`config.mk`:
```
export PLATFORM = sky130hd
export DESIGN_NAME = multicycle_control_irq
export DESIGN_NICKNAME = d
export VERILOG_FILES = /design/src/rtl/multicycle_control_irq_pkg.sv /design/src/rtl/multicycle_control_irq_prio.sv /design/src/rtl/multicycle_control_irq.sv
export SDC_FILE = /design/constraint.sdc
export NUM_CORES = 1
export LEC_CHECK = 0
export ABC_AREA = 1
export BUFFER_PORTS_ARGS = -buffer_cell sky130_fd_sc_hd__buf_2
export CAP_MARGIN = 0
export CORE_MARGIN = 2
export CORE_UTILIZATION = 51
export DETAILED_ROUTE_END_ITERATION = 10
export GPL_TIMING_DRIVEN = 0
export PLACE_DENSITY = 0.78
export SLEW_MARGIN = 20
export SYNTH_ARGS = -nofsm -noshare
export SYNTH_HDL_FRONTEND = slang
export SYNTH_SLANG_ARGS = --single-unit
```
`constraint.sdc`:
```
create_clock -name CLK -period 1.6 [get_ports CLK]
set_input_delay 0.08 -clock CLK [delete_from_list [all_inputs] [get_ports CLK]]
set_output_delay 0.08 -clock CLK [all_outputs]
set_load 0.02 [all_outputs]
```
`src/rtl/multicycle_control_irq_pkg.sv`:
```
// Shared encodings for the multicycle control FSM: state codes, opcodes, ALU ops and PC source selects.
package multicycle_ctrl_pkg;

  typedef enum logic [4:0] {
    S_INIT     = 5'd0,
    S_FETCH    = 5'd1,
    S_DECODE   = 5'd2,
    S_ALU_EXEC = 5'd3,
    S_ALU_WB   = 5'd4,
    S_MEM_ADDR = 5'd5,
    S_MEM_RD   = 5'd6,
    S_MEM_WB   = 5'd7,
    S_MEM_WR   = 5'd8,
    S_BRANCH   = 5'd9,
    S_JUMP     = 5'd10,
    S_RFI      = 5'd11,
    S_TRAP     = 5'd12,
    S_IRQ_SAVE = 5'd13,
    S_IRQ_VEC  = 5'd14
  } state_e;

  localparam logic [3:0] OP_R    = 4'd0;
  localparam logic [3:0] OP_ADDI = 4'd1;
  localparam logic [3:0] OP_LW   = 4'd2;
  localparam logic [3:0] OP_SW   = 4'd3;
  localparam logic [3:0] OP_BEQ  = 4'd4;
  localparam logic [3:0] OP_BNE  = 4'd5;
  localparam logic [3:0] OP_J    = 4'd6;
  localparam logic [3:0] OP_JAL  = 4'd7;
  localparam logic [3:0] OP_RFI  = 4'd14;

  localparam logic [3:0] ALUOP_ADD = 4'd0;
  localparam logic [3:0] ALUOP_SUB = 4'd1;

  localparam logic [2:0] PCD_ALU    = 3'd0;
  localparam logic [2:0] PCD_ALUOUT = 3'd1;
  localparam logic [2:0] PCD_JUMP   = 3'd2;
  localparam logic [2:0] PCD_IRQ    = 3'd3;
  localparam logic [2:0] PCD_EPC    = 3'd4;
  localparam logic [2:0] PCD_TRAP   = 3'd5;

  // Last state of an instruction where a pending interrupt may be taken.
  function automatic logic can_divert(state_e s);
    return s inside {S_ALU_WB, S_MEM_WB, S_MEM_WR, S_BRANCH, S_JUMP, S_RFI};
  endfunction

endpackage

```
`src/rtl/multicycle_control_irq_prio.sv`:
```
// Fixed-priority interrupt encoder: lowest set request index wins.
module irq_priority_encoder #(
  parameter int IRQ_LINES = 4,
  parameter int ID_W      = (IRQ_LINES > 1) ? $clog2(IRQ_LINES) : 1
) (
  input  logic [IRQ_LINES-1:0] req_i,
  output logic                 any_o,
  output logic [ID_W-1:0]      id_o
);

  always_comb begin
    any_o = |req_i;
    id_o  = '0;
    for (int i = IRQ_LINES - 1; i >= 0; i--) begin
      if (req_i[i]) id_o = ID_W'(i);
    end
  end

endmodule

```
`src/rtl/multicycle_control_irq.sv`:
```
// Multicycle processor control FSM with prioritised interrupts, RFI and illegal-opcode trap.
// Defining CTRL_STATE_DEBUG_EN adds current_state/next_state probe ports.
//
// state    | meaning
// INIT     | after reset, all controls low
// FETCH    | read instruction, PC += 2
// DECODE   | branch target precompute, dispatch on opcode
// ALU_EXEC | R-type / ADDI execute
// ALU_WB   | ALU result to register file
// MEM_ADDR | load/store address
// MEM_RD   | load read
// MEM_WB   | load data to register file
// MEM_WR   | store write
// BRANCH   | compare and conditional PC update
// JUMP     | J/JAL
// RFI      | return from interrupt (PC <- EPC)
// TRAP     | illegal opcode / RFI outside handler
// IRQ_SAVE | save EPC, acknowledge interrupt
// IRQ_VEC  | jump to interrupt vector
module multicycle_control_irq
  import multicycle_ctrl_pkg::*;
#(
  parameter int OPC_W     = 4,
  parameter int FUNC_W    = 4,
  parameter int ALUOP_W   = 4,
  parameter int IRQ_LINES = 4,
  parameter int IRQ_ID_W  = (IRQ_LINES > 1) ? $clog2(IRQ_LINES) : 1
) (
  input  logic                 CLK,
  input  logic                 RST_N,
`ifdef CTRL_STATE_DEBUG_EN
  output logic [4:0]           current_state,
  output logic [4:0]           next_state,
`endif
  input  logic [OPC_W-1:0]     Opcode,
  input  logic [FUNC_W-1:0]    Functioncode,
  input  logic [IRQ_LINES-1:0] InterruptIn,
  output logic [ALUOP_W-1:0]   ALUOp,
  output logic                 ALUSrcA,
  output logic [1:0]           ALUSrcB,
  output logic                 SignExt,
  output logic                 MemRead,
  output logic                 MemWrite,
  output logic                 IorD,
  output logic                 IRegWrite,
  output logic                 GRegWrite,
  output logic [1:0]           WriteData,
  output logic [1:0]           WriteAddr,
  output logic                 PCWrite,
  output logic                 PCWriteBeq,
  output logic                 PCWriteBne,
  output logic [2:0]           PCData,
  output logic                 EPCWrite,
  output logic                 IrqAck,
  output logic [IRQ_ID_W-1:0]  IrqId,
  output logic                 InHandler
);

  state_e                state_q, state_d;
  logic [3:0]            op_q, opc4, op_cur;
  logic                  opc_hi_zero;
  logic                  irq_any;
  logic [IRQ_ID_W-1:0]   irq_idx, irq_id_q;
  logic                  in_handler_q;

  logic [ALUOP_W-1:0] alu_op_q;
  logic               alu_src_a_q, sign_ext_q, mem_read_q, mem_write_q, iord_q;
  logic               ireg_write_q, greg_write_q, pc_write_q, pc_write_beq_q, pc_write_bne_q;
  logic               epc_write_q, irq_ack_q;
  logic [1:0]         alu_src_b_q, write_data_q, write_addr_q;
  logic [2:0]         pc_data_q;

  irq_priority_encoder #(.IRQ_LINES(IRQ_LINES), .ID_W(IRQ_ID_W)) u_prio (
    .req_i (InterruptIn),
    .any_o (irq_any),
    .id_o  (irq_idx)
  );

  assign opc4        = 4'(Opcode);
  assign opc_hi_zero = ((Opcode >> 4) == '0);
  // Outputs are registered from state_d, so the live IR is only trusted on the DECODE exit edge.
  assign op_cur      = (state_q == S_DECODE) ? opc4 : op_q;

  always_comb begin
    state_d = S_INIT;
    case (state_q)
      S_INIT:     state_d = S_FETCH;
      S_FETCH:    state_d = S_DECODE;
      S_DECODE: begin
        state_d = S_TRAP;
        if (opc_hi_zero) begin
          case (opc4)
            OP_R, OP_ADDI: state_d = S_ALU_EXEC;
            OP_LW, OP_SW:  state_d = S_MEM_ADDR;
            OP_BEQ, OP_BNE: state_d = S_BRANCH;
            OP_J, OP_JAL:  state_d = S_JUMP;
            OP_RFI:        state_d = in_handler_q ? S_RFI : S_TRAP;
            default:       state_d = S_TRAP;
          endcase
        end
      end
      S_ALU_EXEC: state_d = S_ALU_WB;
      S_MEM_ADDR: state_d = (op_q == OP_LW) ? S_MEM_RD : S_MEM_WR;
      S_MEM_RD:   state_d = S_MEM_WB;
      S_IRQ_SAVE: state_d = S_IRQ_VEC;
      S_TRAP, S_IRQ_VEC: state_d = S_FETCH;
      default: begin
        if (can_divert(state_q)) state_d = (irq_any && !in_handler_q) ? S_IRQ_SAVE : S_FETCH;
        else state_d = S_INIT;
      end
    endcase
  end

  always_ff @(posedge CLK) begin
    if (!RST_N) begin
      state_q        <= S_INIT;
      op_q           <= '0;
      irq_id_q       <= '0;
      in_handler_q   <= 1'b0;
      alu_op_q       <= '0;
      alu_src_a_q    <= 1'b0;
      alu_src_b_q    <= '0;
      sign_ext_q     <= 1'b0;
      mem_read_q     <= 1'b0;
      mem_write_q    <= 1'b0;
      iord_q         <= 1'b0;
      ireg_write_q   <= 1'b0;
      greg_write_q   <= 1'b0;
      write_data_q   <= '0;
      write_addr_q   <= '0;
      pc_write_q     <= 1'b0;
      pc_write_beq_q <= 1'b0;
      pc_write_bne_q <= 1'b0;
      pc_data_q      <= '0;
      epc_write_q    <= 1'b0;
      irq_ack_q      <= 1'b0;
    end else begin
      state_q <= state_d;
      if (state_q == S_DECODE) op_q <= opc4;
      if (state_d == S_IRQ_SAVE) irq_id_q <= irq_idx;
      if (state_d == S_RFI) in_handler_q <= 1'b0;
      else if (state_d == S_TRAP || state_d == S_IRQ_VEC) in_handler_q <= 1'b1;

      alu_op_q       <= ALUOP_W'(ALUOP_ADD);
      alu_src_a_q    <= 1'b0;
      alu_src_b_q    <= 2'd0;
      sign_ext_q     <= 1'b0;
      mem_read_q     <= 1'b0;
      mem_write_q    <= 1'b0;
      iord_q         <= 1'b0;
      ireg_write_q   <= 1'b0;
      greg_write_q   <= 1'b0;
      write_data_q   <= 2'd0;
      write_addr_q   <= 2'd0;
      pc_write_q     <= 1'b0;
      pc_write_beq_q <= 1'b0;
      pc_write_bne_q <= 1'b0;
      pc_data_q      <= PCD_ALU;
      epc_write_q    <= 1'b0;
      irq_ack_q      <= 1'b0;

      case (state_d)
        S_FETCH: begin
          mem_read_q   <= 1'b1;
          ireg_write_q <= 1'b1;
          pc_write_q   <= 1'b1;
          alu_src_b_q  <= 2'd1;
        end
        S_DECODE: begin
          alu_src_b_q <= 2'd3;
          sign_ext_q  <= 1'b1;
        end
        S_ALU_EXEC: begin
          alu_src_a_q <= 1'b1;
          if (op_cur == OP_R) begin
            alu_op_q <= ALUOP_W'(Functioncode);
          end else begin
            alu_src_b_q <= 2'd2;
            sign_ext_q  <= 1'b1;
          end
        end
        S_ALU_WB: begin
          greg_write_q <= 1'b1;
          write_addr_q <= (op_cur == OP_ADDI) ? 2'd1 : 2'd0;
        end
        S_MEM_ADDR: begin
          alu_src_a_q <= 1'b1;
          alu_src_b_q <= 2'd2;
          sign_ext_q  <= 1'b1;
        end
        S_MEM_RD: begin
          mem_read_q <= 1'b1;
          iord_q     <= 1'b1;
        end
        S_MEM_WB: begin
          greg_write_q <= 1'b1;
          write_data_q <= 2'd1;
          write_addr_q <= 2'd1;
        end
        S_MEM_WR: begin
          mem_write_q <= 1'b1;
          iord_q      <= 1'b1;
        end
        S_BRANCH: begin
          alu_src_a_q    <= 1'b1;
          alu_op_q       <= ALUOP_W'(ALUOP_SUB);
          pc_data_q      <= PCD_ALUOUT;
          pc_write_beq_q <= (op_cur == OP_BEQ);
          pc_write_bne_q <= (op_cur == OP_BNE);
        end
        S_JUMP: begin
          pc_write_q <= 1'b1;
          pc_data_q  <= PCD_JUMP;
          if (op_cur == OP_JAL) begin
            greg_write_q <= 1'b1;
            write_data_q <= 2'd2;
            write_addr_q <= 2'd2;
          end
        end
        S_RFI: begin
          pc_write_q <= 1'b1;
          pc_data_q  <= PCD_EPC;
        end
        S_TRAP: begin
          epc_write_q <= 1'b1;
          pc_write_q  <= 1'b1;
          pc_data_q   <= PCD_TRAP;
        end
        S_IRQ_SAVE: begin
          epc_write_q <= 1'b1;
          irq_ack_q   <= 1'b1;
        end
        S_IRQ_VEC: begin
          pc_write_q <= 1'b1;
          pc_data_q  <= PCD_IRQ;
        end
        default: ;
      endcase
    end
  end

  assign ALUOp      = alu_op_q;
  assign ALUSrcA    = alu_src_a_q;
  assign ALUSrcB    = alu_src_b_q;
  assign SignExt    = sign_ext_q;
  assign MemRead    = mem_read_q;
  assign MemWrite   = mem_write_q;
  assign IorD       = iord_q;
  assign IRegWrite  = ireg_write_q;
  assign GRegWrite  = greg_write_q;
  assign WriteData  = write_data_q;
  assign WriteAddr  = write_addr_q;
  assign PCWrite    = pc_write_q;
  assign PCWriteBeq = pc_write_beq_q;
  assign PCWriteBne = pc_write_bne_q;
  assign PCData     = pc_data_q;
  assign EPCWrite   = epc_write_q;
  assign IrqAck     = irq_ack_q;
  assign IrqId      = irq_id_q;
  assign InHandler  = in_handler_q;

`ifdef CTRL_STATE_DEBUG_EN
  assign current_state = state_q;
  assign next_state    = state_d;
`endif

endmodule
```
==> flow_metrics.env <==
export IMPL_dp_slack_ns=0.0133
export IMPL_arrival_ns=1.90
export IMPL_yosys_warnings=0
export IMPL_place_congestion=0.841
export IMPL_ys_ff_latch=35
export IMPL_synth_area_top_cells="dfxtp_1 (45%), nand2_1 (14%), nor2_1 (8.0%), inv_1 (5.5%), nand3_1 (5.5%)"
export IMPL_die_h_um=59.2
export IMPL_clkSinkCount=35
export IMPL_status="finished, violations left"
export IMPL_required_ns=1.87
export IMPL_maxCapViolCount=0
export IMPL_vias=1583
export IMPL_clockRootBuffer="clkbuf_4"
export IMPL_syn_area_sq_um=1560
export IMPL_p_total_mw=4.55
export IMPL_startpoint_type="flop"
export IMPL_die_area_sq_um=3510
export IMPL_start_util_pct=52.3
export IMPL_gr_total_overflow=0
export IMPL_coreArea_sq_um=2980
export IMPL_drive_gt1_share_pct=38.5
export IMPL_grt_max_degree=12
export IMPL_period_minus_slack_ns=1.63
export IMPL_syn2layout_area_growth_pct=36.3
export IMPL_die_w_um=59.2
export IMPL_wl_per_cell_um=12.4
export IMPL_finalNonFillerCells=311
export IMPL_routed_via_density=5.09
export IMPL_wl_mm=3.85
export IMPL_clkLatencyLatePin_ns=0.35
export IMPL_synthDominantCellAreaShare_pct=45.0
export IMPL_tightest_slew_ns=0.506
export IMPL_dp_cells=295
export IMPL_skew_ns=0.0173
export IMPL_rows=20
export IMPL_synth_edf_count=0
export IMPL_violations="negative setup slack"
export IMPL_ys_types=24
export IMPL_grt_pass1_vias=1301
export IMPL_dpl_hpwl_mm=2.52
export IMPL_grt_usage_pct=21.3
export IMPL_synth_ff_type="dfxtp_1"
export IMPL_yosysSeqAreaShare_pct=45.0
export IMPL_power_density_nw_per_um2=2150
export IMPL_crit_path_end_kind="flop"
export IMPL_hold_class="input pin to flop"
export IMPL_fin_crit_sh_pct=102
export IMPL_dr_pass1_iters=4
export IMPL_leakage_nw=1.14
export IMPL_synthTopCellsByCount="nand2_1 (60), dfxtp_1 (35), nor2_1 (33), inv_1 (23), nand3_1 (17)"
export IMPL_maxSlewViolCount=0
export IMPL_maxSlewHeadroom_pct=66.2
export IMPL_ir_drop_v=0.00118
export IMPL_cts_tree="built"
export IMPL_grt_pass1_wl_mm=5.47
export IMPL_syn_nets=236
export IMPL_yosysMostFrequentCell="nand2_1"
export IMPL_ant_nets=0
export IMPL_clockBufferDepth=2
export IMPL_path_class="flop to flop"
export IMPL_ios=42
export IMPL_h_tree_depth=2
export IMPL_grt_setup_unrepaired="yes"
export IMPL_fin_ws_ns=-0.0301
export IMPL_cts_clk_slew_worst_paths_ns=0.12
export IMPL_nets=291
export IMPL_cp_max_fo=5
export IMPL_drc_errors=0
export IMPL_antenna_cells=0
export IMPL_synth_largest_area_cell="dfxtp_1"
export IMPL_async_flop_share_pct=0
export IMPL_register_area_sq_um=716
export IMPL_fillers=235
export IMPL_io_buffers=40
export IMPL_fin_setup_tns_ns=-0.0372
export IMPL_syn_area_per_cell_sq_um=7.01
export IMPL_cts_buffers_inserted=5
export IMPL_clock_fmax_ghz=0.613
export IMPL_dr_first_iter_drc_count=68
export IMPL_multi_input_area_sq_um=871
export IMPL_hold_viol_final=0
export IMPL_postSynthCellCount=222
export IMPL_finalSetupViolations=2
export IMPL_antenna_found_initial=0
==> worst max-delay path, cell delays in order (launching register included) <==
cell     delay, ns
dfxtp_4       0.39
buf_4         0.12
nor2_4        0.04
nand2_2       0.08
nand2_2       0.07
nor2_4        0.18
nand2_1       0.15
nor2_4        0.20
nand3_2       0.13
a21oi_2       0.17
==> cell usage in the layout (no fill, tap or decap), types with 3 or more instances in the layout <==
cell and count:
nor3_1 3, nand3_2 3, buf_4 5, dfxtp_4 4, inv_1 23, dlygate4sd3_1 4
a21oi_1 4, clkbuf_4 5, o21ai_1 4, nand4_1 3, o21ai_0 4, nor2_2 5
dfxtp_1 31, inv_2 5, nand3_1 13, nand2_4 3, nand2_2 14, buf_2 41
nand3_4 3, nand3b_1 3, nand2_1 46, a21oi_2 3, nor2_1 29, nor2_4 10
==> metrics by stage <==
stage | cell area, sq um | util, % | hold WS, ns
2_1_floorplan | 1560 | - | 0.206
3_3_place_gp | 1800 | 60.4 | 0.314
4_1_cts | 1930 | 64.9 | 0.0255
6_report | 2120 | 71.3 | 0.0165
3_5_place_dp | 1800 | 60.4 | 0.313
5_1_grt | 2120 | 71.3 | 0.0456
==> registers in the layout, indices dropped and copies added, names as in the netlist, 2 cells and up <==
register   cells
ALUOp          4
state_q        4
WriteData      2
ALUSrcB        2
IrqId          2
PCData         3
op_q           4
==> what timing repair did <==
item | 4_1_cts | 5_1_grt
buffers inserted | 0 | 4
hold buffers | 4 | 0
gates resized for setup | 4 | 44
setup endpoints to repair | 4 | 18
pin swaps | 1 | 24
hold endpoints to repair | 4 | 0
==> area by class of cell <==
type | count | share of cell area, %
Clock inverter | 2 | 1.65
Inverter | 31 | 5.72
Sequential cell | 35 | 33.7
Tap cell | 33 | 1.95
Buffer | 3 | 0.767
Clock buffer | 6 | 2.42
Timing Repair Buffer | 48 | 12.7
Multi-Input combinational cell | 153 | 41.0
==> routing by layer <==
metal | wire, um | global-route usage (%) | vias up
met1 | 1640 | 24.7 | 708
li1 | - | - | 807
met4 | 91 | 10.7 | 0
met3 | 178 | 7.21 | 15
met2 | 1930 | 34.9 | 53
met5 | 0 | 0 | -
==> report_power, final <==
group	internal [mW]	switching [mW]	total, mW
Combinational	0.860	1.75	2.61
Clock	0.369	0.303	0.672
Sequential	1.13	0.143	1.27
==> path summary, 6_finish.rpt <==
path,from,to,slack (ns),cells past startpoint
max reg2reg,state_q[1]$_SDFF_PN0_,SignExt$_SDFF_PN0_,-0.03,9
max,state_q[1]$_SDFF_PN0_,SignExt$_SDFF_PN0_,-0.03,9
min reg2reg,IrqId[1]$_SDFFE_PN0P_,IrqId[1]$_SDFFE_PN0P_,0.48,2
min,InterruptIn[0],IrqId[0]$_SDFFE_PN0P_,0.02,3
==> logic make-up (layout without fill, tap and decap cells) <==
logic type,Yosys count,in the layout,share of synthesized area [%]
AO/OA/AOI/OAI,17,17,5.95
buffers and inverters,34,90,8.52
flip-flops,35,35,45.0
AND/OR/NAND/NOR,136,136,40.5
(Power assumes the default switching activity.)
